==> config.mk <==
export PLATFORM = sky130hd
export DESIGN_NAME = rv32i_multicycle_core
export DESIGN_NICKNAME = d
export VERILOG_FILES = /design/src/rtl/rv32i_multicycle_core.sv
export SDC_FILE = /design/constraint.sdc
export NUM_CORES = 2
export LEC_CHECK = 0
export CAP_MARGIN = 40
export CORE_MARGIN = 5
export CORE_UTILIZATION = 60
export DETAILED_ROUTE_END_ITERATION = 8
export GPL_TIMING_DRIVEN = 0
export PLACE_DENSITY_LB_ADDON = 0.1
export SYNTH_ARGS = -nofsm -noshare
export SYNTH_HDL_FRONTEND = slang
export SYNTH_SLANG_ARGS = --single-unit
==> constraint.sdc <==
create_clock -name clk -period 22.1 [get_ports clk]
set_clock_uncertainty 0.2 [all_clocks]
set_input_delay 6.63 -clock clk [delete_from_list [all_inputs] [get_ports clk]]
set_output_delay 6.63 -clock clk [all_outputs]
set_load 0.05 [all_outputs]
==> src/rtl/rv32i_multicycle_core.sv <==
// Multicycle RV32I-subset core (lw/sw/R-ALU/I-ALU/beq/bne/jal) sharing one instruction/data memory port.
// Latency: beq/bne 3, R/I/jal/sw 4, lw 5 cycles with zero-wait memory; each wait cycle adds one.
// Backpressure: mem_req held with stable addr/we/wdata until mem_ready; the FSM stalls in place meanwhile.

module register_file (
  input  logic        clk,
  input  logic [4:0]  a1,
  input  logic [4:0]  a2,
  input  logic [4:0]  a3,
  input  logic        we3,
  input  logic [31:0] wd3,
  output logic [31:0] rd1,
  output logic [31:0] rd2
);
  logic [31:0] regs [0:31];

  // Synchronous write; x0 is never written so it stays architecturally zero.
  always_ff @(posedge clk) begin
    if (we3 && (a3 != 5'd0)) regs[a3] <= wd3;
  end

  assign rd1 = (a1 == 5'd0) ? 32'd0 : regs[a1];
  assign rd2 = (a2 == 5'd0) ? 32'd0 : regs[a2];
endmodule

module extend (
  input  logic [31:7] instr,
  input  logic [1:0]  imm_src,
  output logic [31:0] imm
);
  // Sign-extended immediate for I (00), S (01), B (10) and J (11) formats.
  always_comb begin
    imm = 32'd0;
    case (imm_src)
      2'b00:   imm = {{20{instr[31]}}, instr[31:20]};
      2'b01:   imm = {{20{instr[31]}}, instr[31:25], instr[11:7]};
      2'b10:   imm = {{20{instr[31]}}, instr[7], instr[30:25], instr[11:8], 1'b0};
      default: imm = {{12{instr[31]}}, instr[19:12], instr[20], instr[30:21], 1'b0};
    endcase
  end
endmodule

module alu (
  input  logic [31:0] a,
  input  logic [31:0] b,
  input  logic [2:0]  ctl,
  output logic [31:0] y,
  output logic        zero
);
  // 32-bit operations, all wrapping modulo 2^32; slt is signed.
  always_comb begin
    y = 32'd0;
    case (ctl)
      3'b000:  y = a + b;
      3'b001:  y = a - b;
      3'b010:  y = a & b;
      3'b011:  y = a | b;
      3'b101:  y = {31'd0, ($signed(a) < $signed(b))};
      default: y = 32'd0;
    endcase
  end

  assign zero = (y == 32'd0);
endmodule

module rv32i_multicycle_core #(
  parameter logic [31:0] RESET_PC = 32'h0000_0000
) (
  input  logic        clk,
  input  logic        reset,
  output logic        mem_req,
  output logic        mem_we,
  output logic [31:0] mem_addr,
  output logic [31:0] mem_wdata,
  input  logic [31:0] mem_rdata,
  input  logic        mem_ready,
  output logic [31:0] pc,
  output logic        retire,
  output logic        halted
);
  typedef enum logic [3:0] {
    S_BOOT, S_FETCH, S_DECODE, S_MEMADR, S_MEMREAD, S_MEMWB, S_MEMWRITE,
    S_EXECR, S_EXECI, S_ALUWB, S_JAL, S_BRANCH, S_HALT
  } state_t;

  localparam logic [6:0] OP_LW  = 7'b0000011;
  localparam logic [6:0] OP_SW  = 7'b0100011;
  localparam logic [6:0] OP_R   = 7'b0110011;
  localparam logic [6:0] OP_I   = 7'b0010011;
  localparam logic [6:0] OP_BR  = 7'b1100011;
  localparam logic [6:0] OP_JAL = 7'b1101111;

  localparam logic [1:0] IMM_I = 2'b00;
  localparam logic [1:0] IMM_S = 2'b01;
  localparam logic [1:0] IMM_B = 2'b10;
  localparam logic [1:0] IMM_J = 2'b11;

  localparam logic [2:0] ALU_ADD = 3'b000;
  localparam logic [2:0] ALU_SUB = 3'b001;
  localparam logic [2:0] ALU_AND = 3'b010;
  localparam logic [2:0] ALU_OR  = 3'b011;
  localparam logic [2:0] ALU_SLT = 3'b101;

  state_t      state, next_state;
  logic [31:0] ir, old_pc, a, b, alu_out, data;
  logic [31:0] rd1, rd2, imm_ext, alu_b, alu_y, wd3;
  logic [1:0]  imm_src;
  logic [2:0]  alu_ctl, f3_ctl;
  logic        alu_zero, legal, taken, reg_we, alu_src_reg;

  logic [6:0] opcode;
  logic [2:0] funct3;
  logic [6:0] funct7;
  logic [4:0] rs1, rs2, rd;

  assign opcode = ir[6:0];
  assign funct3 = ir[14:12];
  assign funct7 = ir[31:25];
  assign rs1    = ir[19:15];
  assign rs2    = ir[24:20];
  assign rd     = ir[11:7];

  // Writeback source is Data only for loads; everything else writes ALUOut.
  assign wd3 = (state == S_MEMWB) ? data : alu_out;

  register_file u_rf (
    .clk (clk),
    .a1  (rs1),
    .a2  (rs2),
    .a3  (rd),
    .we3 (reg_we && (rd != 5'd0)),
    .wd3 (wd3),
    .rd1 (rd1),
    .rd2 (rd2)
  );

  extend u_ext (
    .instr   (ir[31:7]),
    .imm_src (imm_src),
    .imm     (imm_ext)
  );

  assign alu_b = alu_src_reg ? b : imm_ext;

  alu u_alu (
    .a    (a),
    .b    (alu_b),
    .ctl  (alu_ctl),
    .y    (alu_y),
    .zero (alu_zero)
  );

  assign taken = ((funct3 == 3'b000) && alu_zero) || ((funct3 == 3'b001) && !alu_zero);

  // Encoding legality check for the supported subset; anything else halts the core.
  always_comb begin
    legal = 1'b0;
    case (opcode)
      OP_LW, OP_SW: legal = (funct3 == 3'b010);
      OP_R:         legal = ((funct7 == 7'h00) || (funct7 == 7'h20)) &&
                            (funct3 inside {3'b000, 3'b010, 3'b110, 3'b111});
      OP_I:         legal = (funct3 inside {3'b000, 3'b010, 3'b110, 3'b111});
      OP_BR:        legal = (funct3 == 3'b000) || (funct3 == 3'b001);
      OP_JAL:       legal = 1'b1;
      default:      legal = 1'b0;
    endcase
  end

  // Map funct3 onto the ALU operation shared by R-type and I-type arithmetic.
  always_comb begin
    f3_ctl = ALU_ADD;
    case (funct3)
      3'b010:  f3_ctl = ALU_SLT;
      3'b110:  f3_ctl = ALU_OR;
      3'b111:  f3_ctl = ALU_AND;
      default: f3_ctl = ALU_ADD;
    endcase
  end

  // State register; async reset parks the core in BOOT, which also drops any pending request.
  always_ff @(posedge clk or posedge reset) begin
    if (reset) state <= S_BOOT;
    else       state <= next_state;
  end

  // Next-state logic plus Moore memory-port and datapath controls.
  always_comb begin
    next_state  = state;
    mem_req     = 1'b0;
    mem_we      = 1'b0;
    mem_addr    = alu_out;
    mem_wdata   = b;
    retire      = 1'b0;
    halted      = 1'b0;
    imm_src     = IMM_I;
    alu_ctl     = ALU_ADD;
    alu_src_reg = 1'b0;
    reg_we      = 1'b0;
    case (state)
      S_BOOT:   next_state = S_FETCH;
      S_FETCH: begin
        mem_req  = 1'b1;
        mem_addr = pc;
        if (mem_ready) next_state = S_DECODE;
      end
      S_DECODE: begin
        imm_src = (opcode == OP_JAL) ? IMM_J : IMM_B;
        if (!legal) next_state = S_HALT;
        else begin
          case (opcode)
            OP_LW, OP_SW: next_state = S_MEMADR;
            OP_R:         next_state = S_EXECR;
            OP_I:         next_state = S_EXECI;
            OP_JAL:       next_state = S_JAL;
            OP_BR:        next_state = S_BRANCH;
            default:      next_state = S_HALT;
          endcase
        end
      end
      S_MEMADR: begin
        imm_src    = (opcode == OP_SW) ? IMM_S : IMM_I;
        next_state = (opcode == OP_SW) ? S_MEMWRITE : S_MEMREAD;
      end
      S_MEMREAD: begin
        mem_req = 1'b1;
        if (mem_ready) next_state = S_MEMWB;
      end
      S_MEMWB: begin
        reg_we     = 1'b1;
        retire     = 1'b1;
        next_state = S_FETCH;
      end
      S_MEMWRITE: begin
        mem_req = 1'b1;
        mem_we  = 1'b1;
        if (mem_ready) begin
          retire     = 1'b1;
          next_state = S_FETCH;
        end
      end
      S_EXECR: begin
        alu_src_reg = 1'b1;
        alu_ctl     = ((funct3 == 3'b000) && funct7[5]) ? ALU_SUB : f3_ctl;
        next_state  = S_ALUWB;
      end
      S_EXECI: begin
        alu_ctl    = f3_ctl;
        next_state = S_ALUWB;
      end
      S_ALUWB: begin
        reg_we     = 1'b1;
        retire     = 1'b1;
        next_state = S_FETCH;
      end
      S_JAL:    next_state = S_ALUWB;
      S_BRANCH: begin
        alu_src_reg = 1'b1;
        alu_ctl     = ALU_SUB;
        retire      = 1'b1;
        next_state  = S_FETCH;
      end
      S_HALT:   halted = 1'b1;
      default:  next_state = S_HALT;
    endcase
  end

  // Architectural and non-architectural datapath registers, updated per state.
  always_ff @(posedge clk or posedge reset) begin
    if (reset) begin
      pc      <= RESET_PC;
      ir      <= 32'd0;
      old_pc  <= 32'd0;
      a       <= 32'd0;
      b       <= 32'd0;
      alu_out <= 32'd0;
      data    <= 32'd0;
    end else begin
      case (state)
        S_FETCH: if (mem_ready) begin
          ir     <= mem_rdata;
          old_pc <= pc;
          pc     <= pc + 32'd4;
        end
        S_DECODE: begin
          a       <= rd1;
          b       <= rd2;
          alu_out <= old_pc + imm_ext;
        end
        S_MEMADR, S_EXECR, S_EXECI: alu_out <= alu_y;
        S_MEMREAD: if (mem_ready) data <= mem_rdata;
        S_JAL: begin
          pc      <= alu_out;
          alu_out <= old_pc + 32'd4;
        end
        S_BRANCH: if (taken) pc <= alu_out;
        default: ;
      endcase
    end
  end
endmodule

==> impl_metrics.env <==
export IMPL_status="finished clean"
export IMPL_grt_start_max_net_pins=119
export IMPL_cts_inserted_buffers=133
export IMPL_critical_path_cell_chain="clkbuf_1 > nand3b_1 > a21oi_1 > nand2_1 > o21ai_0 > clkdlybuf4s50_1"
export IMPL_detailedRoute_firstPassIterationCount=6
export IMPL_post_route_cells_drive_above_1_share_pct=27.38
export IMPL_nFillCells=7021
export IMPL_antenna_violations_before_repair=25
export IMPL_wirelength_um=239700
export IMPL_io_pins=135
export IMPL_cts_hold_buffers=0
export IMPL_critical_path_required_ns=15.27
export IMPL_yosysWarnings=0
export IMPL_hold_violations=0
export IMPL_dieArea_um2=115400
export IMPL_timing_critical_path_slowest_stage_cell="clkdlybuf4s50_1"
export IMPL_gr_total_overflow=0
export IMPL_slew_violations=0
export IMPL_worstHoldPathType="register to register"
export IMPL_cts_tree="built"
export IMPL_synth_lib_cells_used_distinct=101
export IMPL_slowest_delay_ns=0.88
export IMPL_hpwlAfterDp_um=177900
export IMPL_setup_worst_path_end_class="output pin"
export IMPL_fin_tns_setup_ns=0
export IMPL_setup_violations_final=0
export IMPL_rows=121
export IMPL_cp_max_fo=10
export IMPL_drv_cap=0
export IMPL_fp_dieH_um=339.7
export IMPL_cts_sinks=1252
export IMPL_floorplan_core_area_um2=108400
export IMPL_nets=4870
export IMPL_multiInputGateArea_um2=27470
export IMPL_clock_root_buffer="clkbuf_16"
export IMPL_ys_seq_elements=1252
export IMPL_routed_len_inst_um=38.49
export IMPL_async_reset_ff_share_pct=18.21
export IMPL_initialDrtViolationCount=6886
export IMPL_max_slew_worst_pin_slew_ns=1.026
export IMPL_achievable_frequency_ghz=0.06561
export IMPL_yosys_most_used_dff="edfxtp_1"
export IMPL_gpl_final_weighted_congestion=0.9861
export IMPL_postCtsResizedCells=0
export IMPL_clk_pin_slew_worst_paths_ns=0.06
export IMPL_global_route_wire_length_before_repair_um=335500
export IMPL_yosysSeqAreaShare_pct=55.91
export IMPL_portBuffers=133
export IMPL_die_width_um=339.7
export IMPL_via_count_of_the_first_global_routing_pass=45500
export IMPL_drtAntennaViolNets=0
export IMPL_worst_slew_margin_rel_pct=31.63
export IMPL_period_needed_ns=15.24
export IMPL_synth_edff_count=1024
export IMPL_cp_arrival_ns=8.41
export IMPL_post_drt_via_cell_ratio=7.450
export IMPL_gr_usage_all_layers_pct=41.31
export IMPL_cts_htree_levels=4
export IMPL_final_seq_area_um2=36460
export IMPL_vias=46390
export IMPL_mapped_avg_cell_area_um2=15.54
export IMPL_cts_max_path_buffers=3
export IMPL_critPathBufInv=2
export IMPL_area_delta_synth_final_pct=16.28
export IMPL_synthCells=4195
export IMPL_timing_final_crit_share_pct=68.96
export IMPL_initial_utilization_pct=60.15
export IMPL_cts_setup_buffers=0
export IMPL_crit_family="buffers and inverters"
export IMPL_syn_area_um2=65200
export IMPL_grt_setup_unrepaired="no"
export IMPL_timing_worst_setup_path_type="input port to output pin"
export IMPL_worst_setup_path_start_kind="input port"
export IMPL_clk_latency_ns=0.78
export IMPL_remaining_drc_errors=0
-- layout by cell type, fill, tap and decap left out, types with 22 or more instances in the layout --
cell	netlist	final
mux2i_1	59	59
nor2b_1	42	42
inv_1	123	122
nand2_1	279	279
a21o_1	40	40
nor3_1	37	31
clkbuf_1	215	231
conb_1	1	32
xnor2_1	40	40
nor2_4	0	25
mux4_2	608	608
clkdlybuf4s50_1	0	133
o21ai_0	179	177
clkbuf_16	0	133
o32ai_1	26	26
a21oi_1	165	165
dfrtp_1	228	228
o22ai_1	80	80
nand4_1	29	29
nor4_1	22	22
a2bb2oi_1	23	23
ha_1	134	134
clkinv_2	0	27
edfxtp_1	1024	1024
nand3_1	58	58
buf_1	60	59
buf_6	2	95
mux2_2	191	191
nand2b_1	24	24
buf_2	19	24
nor2_1	153	128
buf_8	0	49
clkinv_1	1	26
-- cell families (layout without fill, tap and decap cells) --
family,Yosys count,after routing,synth area share (%)
buffers and inverters,422,999,2.495
other,1,42,0.005751
adder cells (fa/ha/maj),138,138,2.679
XOR/XNOR,61,61,0.8194
AND/OR/NAND/NOR,708,708,5.076
AO/OA/AOI/OAI,753,753,7.776
multiplexers,860,860,25.24
flip-flops,1252,1252,55.91
-- worst reg2reg max path: stages, from the launching register on --
cell and delay (ns):
dfrtp_1 0.41, clkbuf_1 0.25, buf_1 0.69, clkbuf_1 0.77, clkbuf_1 0.38, buf_6 0.25
buf_2 0.57, a21o_1 0.30, mux2_2 0.22, inv_1 0.07, ha_1 0.27, clkbuf_1 0.33
inv_1 0.22, a21oi_1 0.30, o31ai_1 0.14, a211o_1 0.32, o21ai_1 0.34, and2b_1 0.39
o31a_1 0.17, o221ai_1 0.10, a21oi_1 0.52, nor4b_4 0.32, a31oi_1 0.25, o21ai_2 0.42
buf_2 0.32, a21oi_1 0.13, a2bb2oi_1 0.16
-- final timing paths --
| check | from | end | slack (ns) | cells past startpoint |
|---|---|---|---|---|
| max | mem_ready | retire | 6.86 | 6 |
| min | data[5] | data[5] | 0.30 | 1 |
| max reg2reg | ir[15] | pc[6] | 13.16 | 26 |
| min reg2reg | data[5] | data[5] | 0.30 | 1 |
| max in group asynchronous | reset | ir[2] | 14.32 | 3 |
| min in group asynchronous | reset | a[19] | 6.16 | 2 |
-- cell type report --
| cell class | instances | share of cell area (%) |
|---|---|---|
| Antenna cell | 10 | 0.03301 |
| Buffer | 297 | 1.530 |
| Clock buffer | 152 | 4.524 |
| Clock inverter | 88 | 1.157 |
| Inverter | 125 | 0.6288 |
| Multi-Input combinational cell | 2552 | 36.23 |
| Sequential cell | 1252 | 48.08 |
| Tap cell | 1414 | 2.334 |
| Timing Repair Buffer | 337 | 5.477 |
-- metrics by stage --
step	area [um^2]	cells	hold WS [ns]	setup slack, ns	util [%]
2_1_floorplan	65320	4226	0.2736	7.578	-
3_3_place_gp	68420	5773	0.2811	5.580	63.12
3_5_place_dp	71440	5973	0.2902	6.900	65.91
4_1_cts	75750	6213	0.3040	6.882	69.88
5_1_grt	75790	6217	0.3160	6.776	69.92
6_report	75820	6227	0.3024	6.859	69.94
-- synth_stat cells (all sizes together) (6+ instances only) --
library cell,n,area share (%)
a221oi,21,0.31
o31ai,18,0.21
nor2b,42,0.40
nor2,154,0.89
a2111oi,6,0.14
nand2b,24,0.23
nand3,58,0.45
and3,13,0.12
nand2,280,1.6
clkbuf,215,1.2
xor2,21,0.28
ha,134,2.6
and2,6,0.058
o211ai,19,0.23
a2bb2oi,26,0.38
a21oi,169,1.3
mux2,193,3.3
dfrtp,228,8.8
o21a,7,0.092
a211o,8,0.11
o221a,6,0.10
edfxtp,1024,47
a222oi,6,0.092
o21bai,14,0.16
nor4,22,0.21
a22oi,10,0.12
inv,124,0.71
nand4,29,0.28
or2,11,0.11
and4,6,0.081
nor3,37,0.28
mux2i,59,0.91
a21o,41,0.47
xnor2,40,0.54
o32ai,26,0.35
mux4,608,21
buf,82,0.54
o21ai,187,1.4
o22ai,80,0.77
a211oi,24,0.31
o221ai,12,0.16
a221o,8,0.12
or3,7,0.075
a31oi,12,0.12
-- flip-flops by register name, indices dropped and copies added (netlist names) --
register and count:
old_pc 32, data 32, mem_wdata 32, u_rf.regs 1024, ir 32, pc 32
a 32, alu_out 32, state 4
-- metal layers --
| layer | global-route usage (%) | part of all wire (%) | up-vias |
|---|---|---|---|
| met5 | 0 | 0.045 | - |
| met4 | 25.23 | 8.0 | 16 |
| met3 | 11.20 | 13 | 1004 |
| met2 | 65.36 | 47 | 4001 |
| met1 | 51.44 | 33 | 23320 |
| li1 | - | - | 18050 |
Power is not shown: default switching activity piles up to over one toggle a cycle in this logic, so the estimate is an artifact.
